<file path="src/rtl/axi_wdata_router_if.sv">
// W-channel bundle for the write-data router: one slave-side W stream in,
// N_INIT_PORT one-hot master-side valid/ready pairs out.
// The "slave" modport is the router's view; "master" is the driver/bench view.
//   wvalid, wlast : slave-side W valid / last (into router)
//   wready        : slave-side W ready (from router)
//   wvalid_m      : per-master W valid (from router)
//   wready_m      : per-master W ready (into router)
interface axi_wdata_router_if #(
    parameter int N_INIT_PORT = 4
);
    logic                   wvalid;
    logic                   wlast;
    logic                   wready;
    logic [N_INIT_PORT-1:0] wvalid_m;
    logic [N_INIT_PORT-1:0] wready_m;

    modport slave (
        input  wvalid,
        input  wlast,
        input  wready_m,
        output wready,
        output wvalid_m
    );

    modport master (
        output wvalid,
        output wlast,
        output wready_m,
        input  wready,
        input  wvalid_m
    );
endinterface

</file>
<file path="src/rtl/axi_wdata_router.sv">
// Routes W beats to the one-hot master chosen by queued {DEST,len,error} entries.
// Latency: entry pushed at edge t is loaded at edge t+1; beats pass through combinationally.
// Backpressure: wready follows the selected master's wready; error bursts are absorbed.
// Ports:
//   clk, rst                       : clock, synchronous active-high reset
//   push_DEST_i, DEST_i, len_i,
//   error_i, grant_FIFO_DEST_o     : routing-entry push side (grant = FIFO not full)
//   w_if                           : W channel bundle (slave modport)
//   wdata_error_completed_o        : pulse after the final absorbed beat of an error burst
//   wlast_mismatch_o               : pulse after a beat whose wlast disagreed with the count
//   outstanding_o                  : queued entries plus the active burst
module axi_wdata_router #(
    parameter int N_INIT_PORT = 4,
    parameter int FIFO_DEPTH  = 8,
    parameter int LEN_WIDTH   = 8
) (
    input  logic                              clk,
    input  logic                              rst,
    input  logic                              push_DEST_i,
    input  logic [N_INIT_PORT-1:0]            DEST_i,
    input  logic [LEN_WIDTH-1:0]              len_i,
    input  logic                              error_i,
    output logic                              grant_FIFO_DEST_o,
    axi_wdata_router_if.slave                 w_if,
    output logic                              wdata_error_completed_o,
    output logic                              wlast_mismatch_o,
    output logic [$clog2(FIFO_DEPTH+2)-1:0]   outstanding_o
);
    localparam int CW = $clog2(FIFO_DEPTH + 2);
    localparam int PW = (FIFO_DEPTH > 1) ? $clog2(FIFO_DEPTH) : 1;

    typedef struct packed {
        logic [N_INIT_PORT-1:0] dest;
        logic [LEN_WIDTH-1:0]   len;
        logic                   err;
    } entry_t;

    typedef enum logic [1:0] {IDLE, ACTIVE, ABSORB} state_t;

    entry_t                 mem_q [FIFO_DEPTH];
    logic [PW-1:0]          wr_ptr_q, wr_ptr_d;
    logic [PW-1:0]          rd_ptr_q, rd_ptr_d;
    logic [CW-1:0]          count_q, count_d;
    state_t                 state_q;
    logic [LEN_WIDTH-1:0]   cnt_q;
    logic [N_INIT_PORT-1:0] cur_dest_q;
    logic                   err_done_q;
    logic                   mismatch_q;

    logic   full, empty, push_ok, pop, beat, final_beat, dest_onehot;
    entry_t head;

    assign full              = (count_q == CW'(FIFO_DEPTH));
    assign empty             = (count_q == '0);
    assign grant_FIFO_DEST_o = ~full;
    assign push_ok           = push_DEST_i & ~full;
    assign head              = mem_q[rd_ptr_q];

    // A corrupted (non-one-hot) destination never drives any master valid.
    assign dest_onehot = (cur_dest_q != '0) &&
                         ((cur_dest_q & (cur_dest_q - N_INIT_PORT'(1))) == '0);

    always_comb begin
        w_if.wready   = 1'b0;
        w_if.wvalid_m = '0;
        case (state_q)
            ACTIVE: begin
                if (dest_onehot) begin
                    w_if.wready   = |(w_if.wready_m & cur_dest_q);
                    w_if.wvalid_m = w_if.wvalid ? cur_dest_q : '0;
                end
            end
            ABSORB:  w_if.wready = 1'b1;
            default: ;
        endcase
    end

    // cnt holds beats remaining minus one, so len=all-ones gives 2^LEN_WIDTH beats.
    assign beat       = w_if.wvalid & w_if.wready;
    assign final_beat = beat & (cnt_q == '0);
    // Pop when idle, or on the final beat so the next burst starts without a bubble.
    assign pop        = ~empty & ((state_q == IDLE) | final_beat);

    always_comb begin
        wr_ptr_d = wr_ptr_q;
        rd_ptr_d = rd_ptr_q;
        count_d  = count_q;
        if (push_ok) begin
            wr_ptr_d = (wr_ptr_q == PW'(FIFO_DEPTH - 1)) ? '0 : wr_ptr_q + PW'(1);
        end
        if (pop) begin
            rd_ptr_d = (rd_ptr_q == PW'(FIFO_DEPTH - 1)) ? '0 : rd_ptr_q + PW'(1);
        end
        case ({push_ok, pop})
            2'b10:   count_d = count_q + CW'(1);
            2'b01:   count_d = count_q - CW'(1);
            default: ;
        endcase
    end

    // Storage needs no reset: the pointers define which slots are valid.
    always_ff @(posedge clk) begin
        if (!rst && push_ok) begin
            mem_q[wr_ptr_q] <= {DEST_i, len_i, error_i};
        end
    end

    always_ff @(posedge clk) begin
        if (rst) begin
            wr_ptr_q <= '0;
            rd_ptr_q <= '0;
            count_q  <= '0;
        end else begin
            wr_ptr_q <= wr_ptr_d;
            rd_ptr_q <= rd_ptr_d;
            count_q  <= count_d;
        end
    end

    always_ff @(posedge clk) begin
        if (rst) begin
            state_q    <= IDLE;
            cnt_q      <= '0;
            cur_dest_q <= '0;
            err_done_q <= 1'b0;
            mismatch_q <= 1'b0;
        end else begin
            err_done_q <= 1'b0;
            mismatch_q <= beat & (w_if.wlast != (cnt_q == '0));
            case (state_q)
                IDLE: begin
                    if (pop) begin
                        cnt_q      <= head.len;
                        cur_dest_q <= head.dest;
                        state_q    <= head.err ? ABSORB : ACTIVE;
                    end
                end
                default: begin
                    if (final_beat) begin
                        err_done_q <= (state_q == ABSORB);
                        if (pop) begin
                            cnt_q      <= head.len;
                            cur_dest_q <= head.dest;
                            state_q    <= head.err ? ABSORB : ACTIVE;
                        end else begin
                            cur_dest_q <= '0;
                            state_q    <= IDLE;
                        end
                    end else if (beat) begin
                        cnt_q <= cnt_q - LEN_WIDTH'(1);
                    end
                end
            endcase
        end
    end

    assign wdata_error_completed_o = err_done_q;
    assign wlast_mismatch_o        = mismatch_q;
    assign outstanding_o           = count_q + CW'(state_q != IDLE);
endmodule

</file>
<file path="src/flat_wrapper.sv">
// flat-port wrapper written by rule: the top's interface ports become plain ports
module axi_wdata_router_flat 
#(
    parameter int N_INIT_PORT = 4,
    parameter int FIFO_DEPTH  = 8,
    parameter int LEN_WIDTH   = 8
)
  (clk, rst, push_DEST_i, DEST_i, len_i, error_i, grant_FIFO_DEST_o, wdata_error_completed_o, wlast_mismatch_o, outstanding_o, w_if_wvalid, w_if_wlast, w_if_wready_m, w_if_wready, w_if_wvalid_m);
  axi_wdata_router_if #(.N_INIT_PORT(N_INIT_PORT)) w_if_i ();
  input  logic clk;
  input  logic rst;
  input  logic push_DEST_i;
  input  logic [N_INIT_PORT-1:0] DEST_i;
  input  logic [LEN_WIDTH-1:0] len_i;
  input  logic error_i;
  output logic grant_FIFO_DEST_o;
  output logic wdata_error_completed_o;
  output logic wlast_mismatch_o;
  output logic [$clog2(FIFO_DEPTH+2)-1:0] outstanding_o;
  input wire logic [$bits(w_if_i.wvalid)-1:0] w_if_wvalid;
  input wire logic [$bits(w_if_i.wlast)-1:0] w_if_wlast;
  input wire logic [$bits(w_if_i.wready_m)-1:0] w_if_wready_m;
  output wire logic [$bits(w_if_i.wready)-1:0] w_if_wready;
  output wire logic [$bits(w_if_i.wvalid_m)-1:0] w_if_wvalid_m;
  assign w_if_i.wvalid = w_if_wvalid;
  assign w_if_i.wlast = w_if_wlast;
  assign w_if_i.wready_m = w_if_wready_m;
  assign w_if_wready = w_if_i.wready;
  assign w_if_wvalid_m = w_if_i.wvalid_m;
  axi_wdata_router #(.N_INIT_PORT(N_INIT_PORT), .FIFO_DEPTH(FIFO_DEPTH), .LEN_WIDTH(LEN_WIDTH)) u_core (.clk(clk), .rst(rst), .push_DEST_i(push_DEST_i), .DEST_i(DEST_i), .len_i(len_i), .error_i(error_i), .grant_FIFO_DEST_o(grant_FIFO_DEST_o), .w_if(w_if_i), .wdata_error_completed_o(wdata_error_completed_o), .wlast_mismatch_o(wlast_mismatch_o), .outstanding_o(outstanding_o));
endmodule
</file>
<file path="config.mk">
export PLATFORM = sky130hd
export DESIGN_NAME = axi_wdata_router_flat
export DESIGN_NICKNAME = d
export VERILOG_FILES = /design/src/rtl/axi_wdata_router_if.sv /design/src/rtl/axi_wdata_router.sv /design/src/flat_wrapper.sv
export SDC_FILE = /design/constraint.sdc
export NUM_CORES = 1
export LEC_CHECK = 0
export ABC_AREA = 1
export CAP_MARGIN = 40
export CORE_UTILIZATION = 35
export DETAILED_ROUTE_END_ITERATION = 6
export SYNTH_ARGS = -nofsm -noshare
export SYNTH_HDL_FRONTEND = slang
export SYNTH_SLANG_ARGS = --single-unit
</file>
<file path="constraint.sdc">
create_clock -name clk -period 5.5 [get_ports clk]
set_input_delay 0.825 -clock clk [delete_from_list [all_inputs] [get_ports clk]]
set_output_delay 0.825 -clock clk [all_outputs]
set_load 0.02 [all_outputs]
</file>
==> flow_metrics.tcl <==
set metrics [dict create \
    drt_drc_violations_left 0 \
    ys_types 33 \
    grt_remaining_overflow 0 \
    synth_edf_count 104 \
    post-cts-setup-buffers 0 \
    fp.dieH_um 131 \
    detailed_place_hpwl_mm 8.30 \
    rows 46 \
    crit_type "flop to output pin" \
    tightest_slew_ns 0.896 \
    yosysWarnings 0 \
    syn_to_final_growth_pct 20.4 \
    setup_viol 0 \
    hold_buffers 0 \
    finalNetCount 624 \
    wl_mm 13.4 \
    avgSynthCellArea_um2 10.5 \
    clock_skew_ns 0.0115 \
    synth_area_um2 5800 \
    clkLatencyLatePin_ns 0.43 \
    viasPerCell 5.06 \
    top_usage_layer "met2" \
    multiInputGateArea_um2 1850 \
    fill_cells 1479 \
    r2r_start "u_core.cnt_q[0]" \
    status "completed" \
    grtUsageMet2_pct 28.3 \
    cts_tree "yes" \
    cts_sinks 133 \
    whs_ns 0.485 \
    cp-end-kind "output pin" \
    p_total_uw 3600 \
    syn_inst 550 \
    critPathLaunch "u_core.state_q[0]" \
    cp.arrival_ns 2.52 \
    final_hold_viol_count 0 \
    drive_gt1_share_pct 9.97 \
    insertedDiodeCount 0 \
    core_um2 16100 \
    ir_drop_mv 0.286 \
    r2r_slack_ns 2.32 \
    met3_usage_pct 3.91 \
    grt_pass1_wl_mm 20.9 \
    dieArea_um2 17100 \
    antenna_found_initial 0 \
    cts_buffers 17 \
    rsz0062_at_grt "false" \
    slew_headroom_pct 40.2 \
    powerDensity_nw_per_um2 515 \
    final_area_um2 6990 \
    synthArstFlopShare_pct 0 \
    grt_max_degree 54 \
    ff2ff_path_depth 16 \
    io_buffers 33 \
    finalMaxSlewViolations 0 \
    hold_path_class "flop to flop" \
    synth_seq_area_share_pct 63.8 \
    clock_path_buffers 2 \
    cp.required_ns 4.68 \
    cap_violations 0 \
    p_leak_uw 0.00253 \
    wl_per_cell_um 16.4 \
    clock_tree.root_cell "clkbuf_16" \
    io_pins 34 \
    fin_crit_sh_pct 60.8 \
    cts_resized 0 \
    fin_crit_ns 3.34 \
    synth_ff_type "edfxtp_1" \
    r2r_end "u_core.count_q[2]" \
    drtAntennaViolNets 0 \
    synth_seq_cells 133 \
    ctsHtreeMaxLevel 4 \
    post_dp_cell_area_um2 6430 \
    cp-start-kind "flop" \
    drtIter0Drc 328 \
    setup_tns_ns 0 \
    clkTransAtPathRegs_ns 0.06 \
    crit_path_end "outstanding_o[2]" \
    gp_congestion 0.831 \
    die_x_um 131 \
    dr.pass1.iters 5 \
    met1_usage_pct 20.2 \
    grt_usage_pct 16.9 \
    start_util_pct 36.1 \
    num_vias 4136 \
    grt_pass1_vias 4005 \
    ff_latch_area_um2 3700 \
    syn_nets 585 \
    fmax_ghz 0.299 \
    path_max_fanout 9 \
]
-- state kept, by name (all words and copies together), names as in the netlist, named ones only --
signal,count
u_core.mem_q,104
u_core.wlast_mismatch_o,1
u_core.cur_dest_q,4
u_core.state_q,2
u_core.rd_ptr_q,3
u_core.count_q,4
u_core.wr_ptr_q,3
u_core.cnt_q,8
u_core.wdata_error_completed_o,1
-- worst min path at each step --
stage | start | endpoint | slack (ns) | depth (start not counted)
floorplan | u_core.cnt_q[6] | u_core.cnt_q[6] | 0.45 | 2
global placement | u_core.state_q[0] | u_core.state_q[0] | 0.47 | 2
detailed placement | u_core.state_q[0] | u_core.state_q[0] | 0.48 | 2
CTS | u_core.state_q[0] | u_core.state_q[0] | 0.49 | 2
global route | u_core.state_q[0] | u_core.state_q[0] | 0.50 | 2
finish | u_core.state_q[0] | u_core.state_q[0] | 0.49 | 2
-- metal layers --
metal,part of all wire [%],vias to the layer above
li1,-,2008
met1,44,1992
met2,48,112
met3,5.6,24
met4,2.5,0
met5,0,-
-- cells in the mapped netlist (2+ instances only) --
master	count	area, um2
a21oi_1	23	115
buf_2	4	20.0
clkbuf_1	16	60.1
clkinv_1	3	11.3
dfxtp_1	29	581
edfxtp_1	104	3120
ha_1	13	163
inv_1	36	135
inv_2	3	11.3
nand2_1	89	334
nand2_2	2	12.5
nand2_4	2	22.5
nand3_1	52	260
nand4_1	5	31.3
nor2_1	68	255
nor3_1	6	30.0
o21ai_0	57	285
o221ai_1	12	105
o22ai_1	4	25.0
xnor2_1	4	35.0
xor2_1	6	52.6
-- report_power, final --
part	switching, uW	leakage, uW	internal [uW]	total (uW)
Clock	441	0.000263	624	1060
Combinational	831	0.00109	429	1260
Sequential	89.7	0.00118	1190	1280
Total	1360	0.00253	2240	3600
-- area by class of cell --
type,count,share of cell area [%]
Clock inverter,14,1.81
Tap cell,216,3.87
Sequential cell,133,53.0
Multi-Input combinational cell,352,26.5
Clock buffer,18,6.14
Inverter,42,2.26
Timing Repair Buffer,43,6.45
-- through the flow --
| stage | util (%) | instances | worst slack [ns] |
|---|---|---|---|
| after CTS | 43.5 | 818 | 2.12 |
| after floorplan | - | 550 | 2.85 |
| after global routing | 43.5 | 818 | 2.02 |
| after detailed placement | 40.0 | 786 | 1.99 |
| final | 43.5 | 818 | 2.16 |
| after global placement | 39.4 | 779 | 2.11 |
-- logic make-up after synthesis --
logic type                 synth area share (%)
AOI/OAI and AO/OA                          9.75
xor gates and xnor gates                   1.51
adders and majority gates                  2.80
buffers and inverters                      4.62
DFF                                        63.8
and+or+nand+nor                            17.5
-- placed cells by master (no fill, tap or decap), types with 4 or more instances in the layout --
cell type        netlist  routed
a21oi_1               23      23
buf_8                  1       5
clkbuf_16              0      17
clkdlybuf4s50_1        0      33
clkinv_1               3       5
dfxtp_1               29      29
edfxtp_1             104     104
ha_1                  13      13
inv_1                 36      36
inv_6                  0       5
nand2_1               89      89
nand3_1               52      52
nand4_1                5       5
nor2_1                68      60
nor2_2                 0       8
nor3_1                 6       6
o21ai_0               57      57
o221ai_1              12      12
o22ai_1                4       4
xnor2_1                4       4
xor2_1                 6       6
-- worst max-delay path, stage by stage, from the launching register on --
cell and delay [ns]:
dfxtp_1 0.33, inv_1 0.08, ha_1 0.15, clkinv_1 0.29
ha_1 0.33, ha_1 0.19, xor2_1 0.12, clkdlybuf4s50_1 0.61
Note: power is estimated with default switching activity, not from simulation.
